### config.mk
export PLATFORM = sky130hd
export DESIGN_NAME = branch_resolver_flat
export DESIGN_NICKNAME = d
export VERILOG_FILES = /design/src/rtl/branch_resolver_pkg.sv /design/src/rtl/branch_resolver_if.sv /design/src/rtl/branch_resolver_fifo.sv /design/src/rtl/branch_resolver.sv /design/src/flat_wrapper.sv
export SDC_FILE = /design/constraint.sdc
export NUM_CORES = 1
export LEC_CHECK = 0
export CORE_MARGIN = 2
export CORE_UTILIZATION = 35
export CTS_CLUSTER_SIZE = 16
export DETAILED_ROUTE_END_ITERATION = 12
export GPL_TIMING_DRIVEN = 0
export PLACE_DENSITY_LB_ADDON = 0.08
export SLEW_MARGIN = 20
export SYNTH_ARGS = -nofsm -noshare
export SYNTH_HDL_FRONTEND = slang
export SYNTH_HIERARCHICAL = 1
export SYNTH_SLANG_ARGS = --single-unit
### constraint.sdc
create_clock -name clk -period 8.86 [get_ports clk]
set_clock_uncertainty 0.2 [all_clocks]
set_input_delay 1.772 -clock clk [delete_from_list [all_inputs] [get_ports clk]]
set_output_delay 1.772 -clock clk [all_outputs]
set_load 0.005 [all_outputs]
### src/rtl/branch_resolver_pkg.sv
// Shared definitions for the branch resolver slice: default geometry,
// 2-bit predictor counter encodings, BTB invalid-target constant and the
// saturating increment used by the optional statistics counters.
package branch_resolver_pkg;

   localparam int BR_WORD_SIZE = 16;
   localparam int BR_DEPTH     = 4;
   localparam int BR_INDEX_W   = 8;
   localparam int BR_TAG_W     = BR_WORD_SIZE - BR_INDEX_W;

   // 2-bit saturating direction counter states
   typedef enum logic [1:0] {
      CTR_SNT = 2'b00,
      CTR_WNT = 2'b01,
      CTR_WT  = 2'b10,
      CTR_ST  = 2'b11
   } ctr_state_e;

   localparam logic [15:0] BTB_INVALID_TGT = 16'hFFFF;

   // Increment that sticks at all-ones instead of wrapping
   function automatic logic [15:0] sat_inc16(input logic [15:0] v);
      logic [15:0] r;
      if (v == 16'hFFFF) begin
         r = v;
      end else begin
         r = v + 16'd1;
      end
      return r;
   endfunction

endpackage

### src/rtl/branch_resolver_if.sv
// Fetch/resolve/update bus of the branch resolver.
// master = pipeline side driving predictions and outcomes,
// slave  = the resolver. Optional statistics (BR_STATS_EN) ride on the bus.
interface branch_resolver_if #(
   parameter int WORD_SIZE = 16,
   parameter int INDEX_W   = 8
);
   logic                         pred_valid;
   logic [WORD_SIZE-1:0]         pred_PC;
   logic [WORD_SIZE-1:0]         pred_next_PC;
   logic                         res_valid;
   logic [WORD_SIZE-1:0]         res_PC;
   logic                         res_is_branch;
   logic                         res_taken;
   logic [WORD_SIZE-1:0]         res_target;
   logic                         q_full;
   logic                         flush;
   logic [WORD_SIZE-1:0]         redirect_PC;
   logic                         upd_valid;
   logic [INDEX_W-1:0]           upd_index;
   logic [WORD_SIZE-INDEX_W-1:0] upd_tag;
   logic [WORD_SIZE-1:0]         upd_target;
   logic                         upd_taken;
   logic [1:0]                   err_sticky;
`ifdef BR_STATS_EN
   logic [15:0]                  stat_branches;
   logic [15:0]                  stat_mispred;
`endif

   modport master (
`ifdef BR_STATS_EN
      input  stat_branches, stat_mispred,
`endif
      output pred_valid, pred_PC, pred_next_PC,
      output res_valid, res_PC, res_is_branch, res_taken, res_target,
      input  q_full, flush, redirect_PC,
      input  upd_valid, upd_index, upd_tag, upd_target, upd_taken,
      input  err_sticky
   );

   modport slave (
`ifdef BR_STATS_EN
      output stat_branches, stat_mispred,
`endif
      input  pred_valid, pred_PC, pred_next_PC,
      input  res_valid, res_PC, res_is_branch, res_taken, res_target,
      output q_full, flush, redirect_PC,
      output upd_valid, upd_index, upd_tag, upd_target, upd_taken,
      output err_sticky
   );
endinterface

### src/rtl/branch_resolver_fifo.sv
// bp_inflight_fifo: in-order queue of in-flight predictions.
// Push/pop/clear, occupancy count, full/empty flags and a head read port.
// Clear has priority over push/pop. A push while full is accepted only
// when a pop frees the slot in the same cycle.
module bp_inflight_fifo #(
   parameter int W     = 32,
   parameter int DEPTH = 4
) (
   input  logic                       clk,
   input  logic                       reset,
   input  logic                       i_push,
   input  logic [W-1:0]               i_push_data,
   input  logic                       i_pop,
   input  logic                       i_clear,
   output logic [W-1:0]               o_head,
   output logic [$clog2(DEPTH):0]     o_count,
   output logic                       o_full,
   output logic                       o_empty
);
   localparam int PTR_W = $clog2(DEPTH);
   localparam int CNT_W = PTR_W + 1;

   logic [W-1:0]     r_mem [DEPTH];
   logic [PTR_W-1:0] r_head;
   logic [PTR_W-1:0] r_tail;
   logic [CNT_W-1:0] r_count;
   logic             r_full;

   logic             w_pop_ok;
   logic             w_push_ok;
   logic [CNT_W-1:0] w_count_nxt;

   // Accepted push/pop and next occupancy
   always_comb begin
      w_pop_ok    = i_pop & (r_count != CNT_W'(0));
      w_push_ok   = i_push & (~r_full | w_pop_ok);
      w_count_nxt = r_count;
      case ({w_push_ok, w_pop_ok})
         2'b10:   w_count_nxt = r_count + CNT_W'(1);
         2'b01:   w_count_nxt = r_count - CNT_W'(1);
         default: w_count_nxt = r_count;
      endcase
   end

   // Pointers, count and registered full flag
   always_ff @(posedge clk) begin
      if (reset) begin
         r_head  <= PTR_W'(0);
         r_tail  <= PTR_W'(0);
         r_count <= CNT_W'(0);
         r_full  <= 1'b0;
      end else if (i_clear) begin
         r_head  <= PTR_W'(0);
         r_tail  <= PTR_W'(0);
         r_count <= CNT_W'(0);
         r_full  <= 1'b0;
      end else begin
         if (w_pop_ok) begin
            r_head <= r_head + PTR_W'(1);
         end
         if (w_push_ok) begin
            r_tail <= r_tail + PTR_W'(1);
         end
         r_count <= w_count_nxt;
         r_full  <= (w_count_nxt == CNT_W'(DEPTH));
      end
   end

   // Entry storage
   always_ff @(posedge clk) begin
      if (reset) begin
         for (int i = 0; i < DEPTH; i++) begin
            r_mem[i] <= '0;
         end
      end else if (w_push_ok && !i_clear) begin
         r_mem[r_tail] <= i_push_data;
      end
   end

   assign o_head  = r_mem[r_head];
   assign o_count = r_count;
   assign o_full  = r_full;
   assign o_empty = (r_count == CNT_W'(0));

endmodule

### src/rtl/branch_resolver.sv
// branch_resolver: compares the oldest queued prediction with the resolved
// outcome, raises a one-cycle flush/redirect on mismatch and emits BTB /
// direction-counter update strobes for every resolved branch.
// Optional macro BR_STATS_EN adds saturating branch/mispredict counters.
module branch_resolver
   import branch_resolver_pkg::*;
#(
   parameter int WORD_SIZE = BR_WORD_SIZE,
   parameter int DEPTH     = BR_DEPTH,
   parameter int INDEX_W   = BR_INDEX_W
) (
   input  logic              clk,
   input  logic              reset,
   branch_resolver_if.slave  bus
);
   localparam int CNT_W = $clog2(DEPTH) + 1;
   localparam int TAG_W = WORD_SIZE - INDEX_W;

   logic                   r_flush;
   logic [WORD_SIZE-1:0]   r_redirect;
   logic                   r_upd_valid;
   logic [INDEX_W-1:0]     r_upd_index;
   logic [TAG_W-1:0]       r_upd_tag;
   logic [WORD_SIZE-1:0]   r_upd_target;
   logic                   r_upd_taken;
   logic [1:0]             r_err;

   logic [2*WORD_SIZE-1:0] w_head;
   logic [CNT_W-1:0]       w_count;
   logic                   w_full;
   logic                   w_empty;
   logic                   w_res_act;
   logic                   w_push_req;
   logic [WORD_SIZE-1:0]   w_h_pc;
   logic [WORD_SIZE-1:0]   w_h_next;
   logic [WORD_SIZE-1:0]   w_seq;
   logic [WORD_SIZE-1:0]   w_act;
   logic                   w_mis;
   logic                   w_pop;
   logic                   w_push;
   logic                   w_ovf;
   logic                   w_unf;
   logic                   w_upd_fire;

   bp_inflight_fifo #(
      .W     (2*WORD_SIZE),
      .DEPTH (DEPTH)
   ) u_fifo (
      .clk         (clk),
      .reset       (reset),
      .i_push      (w_push),
      .i_push_data ({bus.pred_PC, bus.pred_next_PC}),
      .i_pop       (w_pop),
      .i_clear     (w_mis),
      .o_head      (w_head),
      .o_count     (w_count),
      .o_full      (w_full),
      .o_empty     (w_empty)
   );

   // Resolve compare: actual next PC, head selection and mispredict decision
   always_comb begin
      // Anything arriving during the flush cycle belongs to the squashed path
      w_res_act  = bus.res_valid & ~r_flush;
      w_push_req = bus.pred_valid & ~r_flush;
      w_seq      = bus.res_PC + WORD_SIZE'(1);
      if (bus.res_is_branch && bus.res_taken) begin
         w_act = bus.res_target;
      end else begin
         w_act = w_seq;
      end
      // An empty queue resolves against the fall-through, so it cannot mispredict on its own
      if (w_empty) begin
         w_h_pc   = bus.res_PC;
         w_h_next = w_seq;
      end else begin
         w_h_pc   = w_head[2*WORD_SIZE-1:WORD_SIZE];
         w_h_next = w_head[WORD_SIZE-1:0];
      end
      w_mis      = w_res_act & ((w_h_pc != bus.res_PC) | (w_h_next != w_act));
      w_pop      = w_res_act & ~w_empty & ~w_mis;
      w_push     = w_push_req & ~w_mis;
      w_ovf      = w_push_req & ~w_mis & ~w_pop & (w_count == CNT_W'(DEPTH));
      w_unf      = w_res_act & w_empty;
      w_upd_fire = w_res_act & bus.res_is_branch;
   end

   // Registered flush/redirect, predictor update strobe and sticky errors
   always_ff @(posedge clk) begin
      if (reset) begin
         r_flush      <= 1'b0;
         r_redirect   <= '0;
         r_upd_valid  <= 1'b0;
         r_upd_index  <= '0;
         r_upd_tag    <= '0;
         r_upd_target <= '0;
         r_upd_taken  <= 1'b0;
         r_err        <= 2'b00;
      end else begin
         r_flush     <= w_mis;
         r_upd_valid <= w_upd_fire;
         if (w_mis) begin
            r_redirect <= w_act;
         end
         if (w_upd_fire) begin
            r_upd_index  <= bus.res_PC[INDEX_W-1:0];
            r_upd_tag    <= bus.res_PC[WORD_SIZE-1:INDEX_W];
            r_upd_target <= bus.res_target;
            r_upd_taken  <= bus.res_taken;
         end
         r_err <= r_err | {w_ovf, w_unf};
      end
   end

   assign bus.q_full      = w_full;
   assign bus.flush       = r_flush;
   assign bus.redirect_PC = r_redirect;
   assign bus.upd_valid   = r_upd_valid;
   assign bus.upd_index   = r_upd_index;
   assign bus.upd_tag     = r_upd_tag;
   assign bus.upd_target  = r_upd_target;
   assign bus.upd_taken   = r_upd_taken;
   assign bus.err_sticky  = r_err;

`ifdef BR_STATS_EN
   logic [15:0] r_stat_br;
   logic [15:0] r_stat_mis;

   // Saturating counts of resolved branches and of flushes
   always_ff @(posedge clk) begin
      if (reset) begin
         r_stat_br  <= 16'd0;
         r_stat_mis <= 16'd0;
      end else begin
         if (w_upd_fire) begin
            r_stat_br <= sat_inc16(r_stat_br);
         end
         if (w_mis) begin
            r_stat_mis <= sat_inc16(r_stat_mis);
         end
      end
   end

   assign bus.stat_branches = r_stat_br;
   assign bus.stat_mispred  = r_stat_mis;
`endif

endmodule

### src/flat_wrapper.sv
// flat-port wrapper written by rule: the top's interface ports become plain ports
module branch_resolver_flat import branch_resolver_pkg::*;
#(
   parameter int WORD_SIZE = BR_WORD_SIZE,
   parameter int DEPTH     = BR_DEPTH,
   parameter int INDEX_W   = BR_INDEX_W
)
  (clk, reset, bus_pred_valid, bus_pred_PC, bus_pred_next_PC, bus_res_valid, bus_res_PC, bus_res_is_branch, bus_res_taken, bus_res_target, bus_q_full, bus_flush, bus_redirect_PC, bus_upd_valid, bus_upd_index, bus_upd_tag, bus_upd_target, bus_upd_taken, bus_err_sticky);
  branch_resolver_if #(.WORD_SIZE(WORD_SIZE), .INDEX_W(INDEX_W)) bus_i ();
  input  logic clk;
  input  logic reset;
  input wire logic [$bits(bus_i.pred_valid)-1:0] bus_pred_valid;
  input wire logic [$bits(bus_i.pred_PC)-1:0] bus_pred_PC;
  input wire logic [$bits(bus_i.pred_next_PC)-1:0] bus_pred_next_PC;
  input wire logic [$bits(bus_i.res_valid)-1:0] bus_res_valid;
  input wire logic [$bits(bus_i.res_PC)-1:0] bus_res_PC;
  input wire logic [$bits(bus_i.res_is_branch)-1:0] bus_res_is_branch;
  input wire logic [$bits(bus_i.res_taken)-1:0] bus_res_taken;
  input wire logic [$bits(bus_i.res_target)-1:0] bus_res_target;
  output wire logic [$bits(bus_i.q_full)-1:0] bus_q_full;
  output wire logic [$bits(bus_i.flush)-1:0] bus_flush;
  output wire logic [$bits(bus_i.redirect_PC)-1:0] bus_redirect_PC;
  output wire logic [$bits(bus_i.upd_valid)-1:0] bus_upd_valid;
  output wire logic [$bits(bus_i.upd_index)-1:0] bus_upd_index;
  output wire logic [$bits(bus_i.upd_tag)-1:0] bus_upd_tag;
  output wire logic [$bits(bus_i.upd_target)-1:0] bus_upd_target;
  output wire logic [$bits(bus_i.upd_taken)-1:0] bus_upd_taken;
  output wire logic [$bits(bus_i.err_sticky)-1:0] bus_err_sticky;
  assign bus_i.pred_valid = bus_pred_valid;
  assign bus_i.pred_PC = bus_pred_PC;
  assign bus_i.pred_next_PC = bus_pred_next_PC;
  assign bus_i.res_valid = bus_res_valid;
  assign bus_i.res_PC = bus_res_PC;
  assign bus_i.res_is_branch = bus_res_is_branch;
  assign bus_i.res_taken = bus_res_taken;
  assign bus_i.res_target = bus_res_target;
  assign bus_q_full = bus_i.q_full;
  assign bus_flush = bus_i.flush;
  assign bus_redirect_PC = bus_i.redirect_PC;
  assign bus_upd_valid = bus_i.upd_valid;
  assign bus_upd_index = bus_i.upd_index;
  assign bus_upd_tag = bus_i.upd_tag;
  assign bus_upd_target = bus_i.upd_target;
  assign bus_upd_taken = bus_i.upd_taken;
  assign bus_err_sticky = bus_i.err_sticky;
  branch_resolver #(.WORD_SIZE(WORD_SIZE), .DEPTH(DEPTH), .INDEX_W(INDEX_W)) u_core (.clk(clk), .reset(reset), .bus(bus_i));
endmodule
After elaboration in Yosys (flattened, before gate mapping)
Memory sizes are Yosys's and may differ from the RTL's. A register that Yosys moved wholly into a read port is not among the register bits.
Cells that the tools add are included.
W data, S select, Z words.
Word-level totals
  register bits after elaboration: 61
  bits in latches: 0
  RAM bits: 128
  memory bits (read-only): 0
  word-level logic and storage cells: 65
  memories kept: 1
Operators by class
  add/subtract/negate cells: 5
  multiply operators: 0
  div/mod/pow operators: 0
  magnitude comparators: 0
  eq/ne operators: 6
  shifts and indexed selects: 0
  multiplexer cells: 14
  bitwise gates (word level): 20
  reductions and logical operators: 7
Memories
  u_core.u_fifo.r_mem: depth 4, bits a word 32, read ports 1, clocked after Yosys merged registers in 1, wr ports 4, RTL line branch_resolver_fifo.sv:23  | logic [W-1:0] r_mem [DEPTH];
Operators with widths (number)
  $mux W16: 3
  $mux W32: 1
  $ne A16 B16 Y1: 2
  $reduce_or A32 Y1: 1
  $add A16 B1 Y16 const B: 1
  $and A1 B1 Y1: 12
  $eq A3 B3 Y1 const B: 2
  $mux W1: 6
  $mux W2: 3
  $pmux W3 S2: 1
  $not A1 Y1: 5
  $add A2 B1 Y2 const B: 2
  $add A3 B1 Y3 const B: 1
  $logic_not A3 Y1: 1
  $reduce_bool A3 Y1: 1
  $sub A3 B1 Y3 const B: 1
  $eq A2 B1 Y1 const B: 1
  $eq A2 B2 Y1 const B: 1
  $logic_and A1 B1 Y1: 2
  $or A1 B1 Y1: 2
  $or A2 B2 Y2: 1
  $reduce_or A2 Y1: 1
  $logic_not A1 Y1: 1

Longest topological paths before layout
Gate-level depths: netlist of run 1.
  word-level depth: 16
  mapped depth: 21
  mapped depth without buffers: 18

By module
The synthesis of run 1 kept the hierarchy.
Modules (own cells, without submodules)
  bp_inflight_fifo: times used 1, cells each 402, area each 5925.7 um2, seq. area each 4043.9 um2
  branch_resolver: times used 1, cells each 461, area each 3681.0 um2, seq. area each 1061.0 um2

Worst setup path after synthesis of run 1
OpenSTA, ideal clock, no wires.
  path type: input to register
  from: input port bus_res_PC[0]
  to: memory u_core.u_fifo.r_mem[2][0] (enable)
  arrival time: 6.288 ns
  setup slack: 1.944 ns
  stages on the path: 14
  path through: ha_1 > nand3_2 > or4_1 > buf_2 > xnor2_1 > o2bb2ai_1 > a2111oi_2 > and4_1 > a21o_1 > buf_6 > inv_4 > nor3b_1 > o2111ai_2 > o21bai_1
RTL lines
  start: declaration: RTL line flat_wrapper.sv:16  | input wire logic [$bits(bus_i.res_PC)-1:0] bus_res_PC;
  end: declaration: RTL line branch_resolver_fifo.sv:23

==> flow_summary.yaml, run 1 <==
timing:
  slew-limit-headroom: 0.267
  worst_pin_slew_ns: 1.10
  period_share: 0.862
  setup_slack_ns: 1.23
  final-setup-viol-count: 0
  max_freq_mhz: 131
  period_minus_slack_ns: 7.63
  hold_viol: 0
  final-max-slew-violation-count: 0
  hold_slack_ns: 0.255
  rsz0062_at_grt: "false"
yosys:
  synth_xor_area_frac: 0.0651
  yosysSeqAreaShare: 0.531
  synth_area_per_cell_um2: 11.1
  synth_area_um2: 9610
  yosys.area_share.simple: 0.174
  async_reset_ff_frac: 0
  synthAdderAreaFrac: 0.00469
  synth_nets: 936
  synth_mux_area_frac: 0.0946
  synth_compound_area_frac: 0.0879
  synth_top_family_by_area: "simple AND/OR/NAND/NOR gates"
  yosysWarnings: 6
  synth-seq-cells: 191
  netlist_instances: 863
  synth_edf_count: 128
  yosysUniqueCellTypes: 75
  ys.flop_type: "edfxtp_1"
routing:
  vias_per_cell: 5.14
  wl_um: 28200
  vias: 6946
  drc: 0
  drtIter0Drc: 611
  wl_per_cell_um: 20.8
  drtPass1Iterations: 5
  ant_nets: 0
grt:
  grt.total_usage: 0.200
  grt_overflow: 0
  grt_pass1_wl_um: 42300
  antenna_found_initial: 0
  grt_pass1_vias: 6727
  grt_max_degree: 33
power:
  power_density_nw_per_um2: 187
  ir_drop_v: 0.0000880
  p_total_w: 0.00222
  p_leak_nw: 4.15
floorplanning:
  die_x_um: 170
  design.die.area_um2: 28800
  core-area_um2: 27000
  start_util: 0.356
  io_pins: 124
  rows: 60
  die_height_um: 170
worst_hold_path:
  hp-start: "u_core/bus.upd_target[11]$_SDFFE_PP0P_"
  hold_class: "reg2reg"
  hold_depth: 2
  hold_end: "u_core/bus.upd_target[11]$_SDFFE_PP0P_"
place:
  place_ws_ns: 0.787
  gp_congestion: 0.833
  io_buffers: 113
  dp_hpwl_um: 20400
setup_path:
  crit_fanout: 32
  worst-setup-path-type: "in2reg"
  critPathSlowestCell: "or2_2"
  regToRegSetupSlack_ns: 2.20
  arrival_ns: 7.49
  required_ns: 8.71
  cp_common_cell: "and3_1"
  slowest_delay_ns: 0.90
  rr_worst_depth: 16
  reg2reg_to: "u_core/u_fifo/r_mem[1][2]$_SDFFCE_PN0P_"
  path_cells: "clkdlybuf4s50_1 -> ha_1 -> and3_1 -> and3_1 -> xor3_1 -> o31a_1 -> a2111oi_2 -> and4_1 -> a21o_1 -> buf_6 -> inv_4 -> nor3b_1 -> nand2_1 -> a2111oi_4 -> or2_2"
  end_kind: "register"
  critPathLaunchType: "input port"
clocking:
  cts_tree: "built"
  clockBufferDepth: 2
  post_cts_resized: 0
  cts_buffers: 17
  clock_sinks: 191
  h-tree-depth: 4
  hold_buffers: 0
  cts_root_buf: "clkbuf_16"
  cts_setup_buffers: 0
  clk_pin_slew_ns: 0.07
  clkLatencyLatePin_ns: 0.44
finish:
  fin_nets: 1071
  area_growth_pct: 23.4
  n_antenna_cell: 0
  final_common_cell: "nor2_1"
  utilization: 0.440
  drive_gt1_frac: 0.122
  mostFrequentLayoutCells: "nor2_1, edfxtp_1, clkdlybuf4s50_1, nand2_1, dfxtp_1"
flow_run:
  drv_cap: 0
status:
  status: "completed"
==> final cells by class <==
cell class	instances	area (um2)
sequential	191	5100
buffer	62	329
clock buffer	17	425
inverter	19	73.8
tap	341	427
fill	2588	15100
timing repair buffer	116	1200
multi-input combinational	591	4120
clock inverter	15	179
==> report_power, final <==
group	switching (W)	internal [W]	total, W	leakage (nW)
registers	0.0000213	0.00101	0.00103	1.84
clock network	0.000372	0.000426	0.000798	0.291
logic	0.000222	0.000171	0.000392	2.02
total	0.000615	0.00161	0.00222	4.15
==> synth_stat cells (8+ instances only) <==
cell / number / area [um2]
nand2b_1: 13 / 81.3
dfxtp_1: 63 / 1260
nand2_1: 110 / 413
a211o_1: 13 / 114
nand3_1: 8 / 40.0
mux2i_1: 15 / 150
xnor2_1: 43 / 377
o21ai_0: 8 / 40.0
buf_4: 15 / 113
inv_1: 18 / 67.6
xor2_1: 18 / 158
nor2_1: 130 / 488
and2_1: 35 / 219
clkbuf_1: 29 / 109
buf_2: 11 / 55.1
a21oi_1: 48 / 240
mux4_2: 32 / 721
edfxtp_1: 128 / 3840
==> state kept, by name (all words and copies together) (netlist names), 3 cells and up, named ones only <==
| signal | count |
|---|---|
| u_core/bus.upd_tag | 8 |
| u_core/bus.upd_index | 8 |
| u_core/bus.redirect_PC | 16 |
| u_core/bus.upd_target | 16 |
| u_core/u_fifo/r_mem | 128 |
| u_core/u_fifo/o_count | 3 |
==> cells by family after synthesis <==
kind of cell    count (synthesis)
compound gates                119
simple gates                  354
flops                         191
buf+inv                        81
mux                            50
xor+xnor                       65
fa+ha+maj                       3
==> how the worst max path moves through the flow <==
stage               cells after the start  slack [ns]                                  endpoint           from
global placement                       14       -0.99  u_core/u_fifo/r_mem[2][14]$_SDFFCE_PN0P_  bus_res_PC[1]
global route                           15        0.85   u_core/u_fifo/r_mem[1][2]$_SDFFCE_PN0P_  bus_res_PC[1]
CTS                                    15        1.22   u_core/u_fifo/r_mem[1][2]$_SDFFCE_PN0P_  bus_res_PC[1]
finish                                 15        1.23   u_core/u_fifo/r_mem[1][2]$_SDFFCE_PN0P_  bus_res_PC[1]
floorplan                              14        1.94   u_core/u_fifo/r_mem[2][0]$_SDFFCE_PN0P_  bus_res_PC[0]
detailed placement                     15        0.79   u_core/u_fifo/r_mem[1][6]$_SDFFCE_PN0P_  bus_res_PC[1]
==> critical path: cells and delay by family <==
kind / cells / cell delay [ns]
AO/OA/AOI/OAI: 4 / 1.36
XOR/XNOR: 1 / 0.27
adder cells (fa/ha/maj): 1 / 0.35
buffers and inverters: 3 / 0.90
AND/OR/NAND/NOR: 6 / 2.80
==> metal layers <==
layer  vias to the layer above  wire length, um  track usage
li1                       3337                -            -
met1                      3392            12300        0.270
met2                       189            13900        0.329
met3                        28             1460       0.0378
met4                         0              496       0.0550
met5                         -                0            0
==> through the flow <==
stage,instance area (um2),setup TNS (ns),instances
final,11900,0,1352
after global routing,11900,0,1352
after CTS,11900,0,1352
after detailed placement,11300,0,1320
after global placement,11200,-61.59,1317
after floorplan,9610,0,863
(Power assumes the default switching activity.)
==> run 2: changes to the inputs <==
==> constraint.sdc (replaced) <==
create_clock -name clk -period 8 [get_ports clk]
set_clock_uncertainty 0.2 [all_clocks]
set_input_delay 1.6 -clock clk [delete_from_list [all_inputs] [get_ports clk]]
set_output_delay 1.6 -clock clk [all_outputs]
set_load 0.005 [all_outputs]
==> results of run 2 <==
Same layout as run 1 (identical final DEF). Status: completed.
Main changes from that run: setup slack after placement 0.787 ns -> 0.0991 ns; setup slack after layout 1.23 ns -> 0.537 ns; register-to-register setup slack 2.20 ns -> 1.34 ns; total power 0.00222 W -> 0.00246 W; worst IR drop on VDD 0.0000880 V -> 0.0000975 V
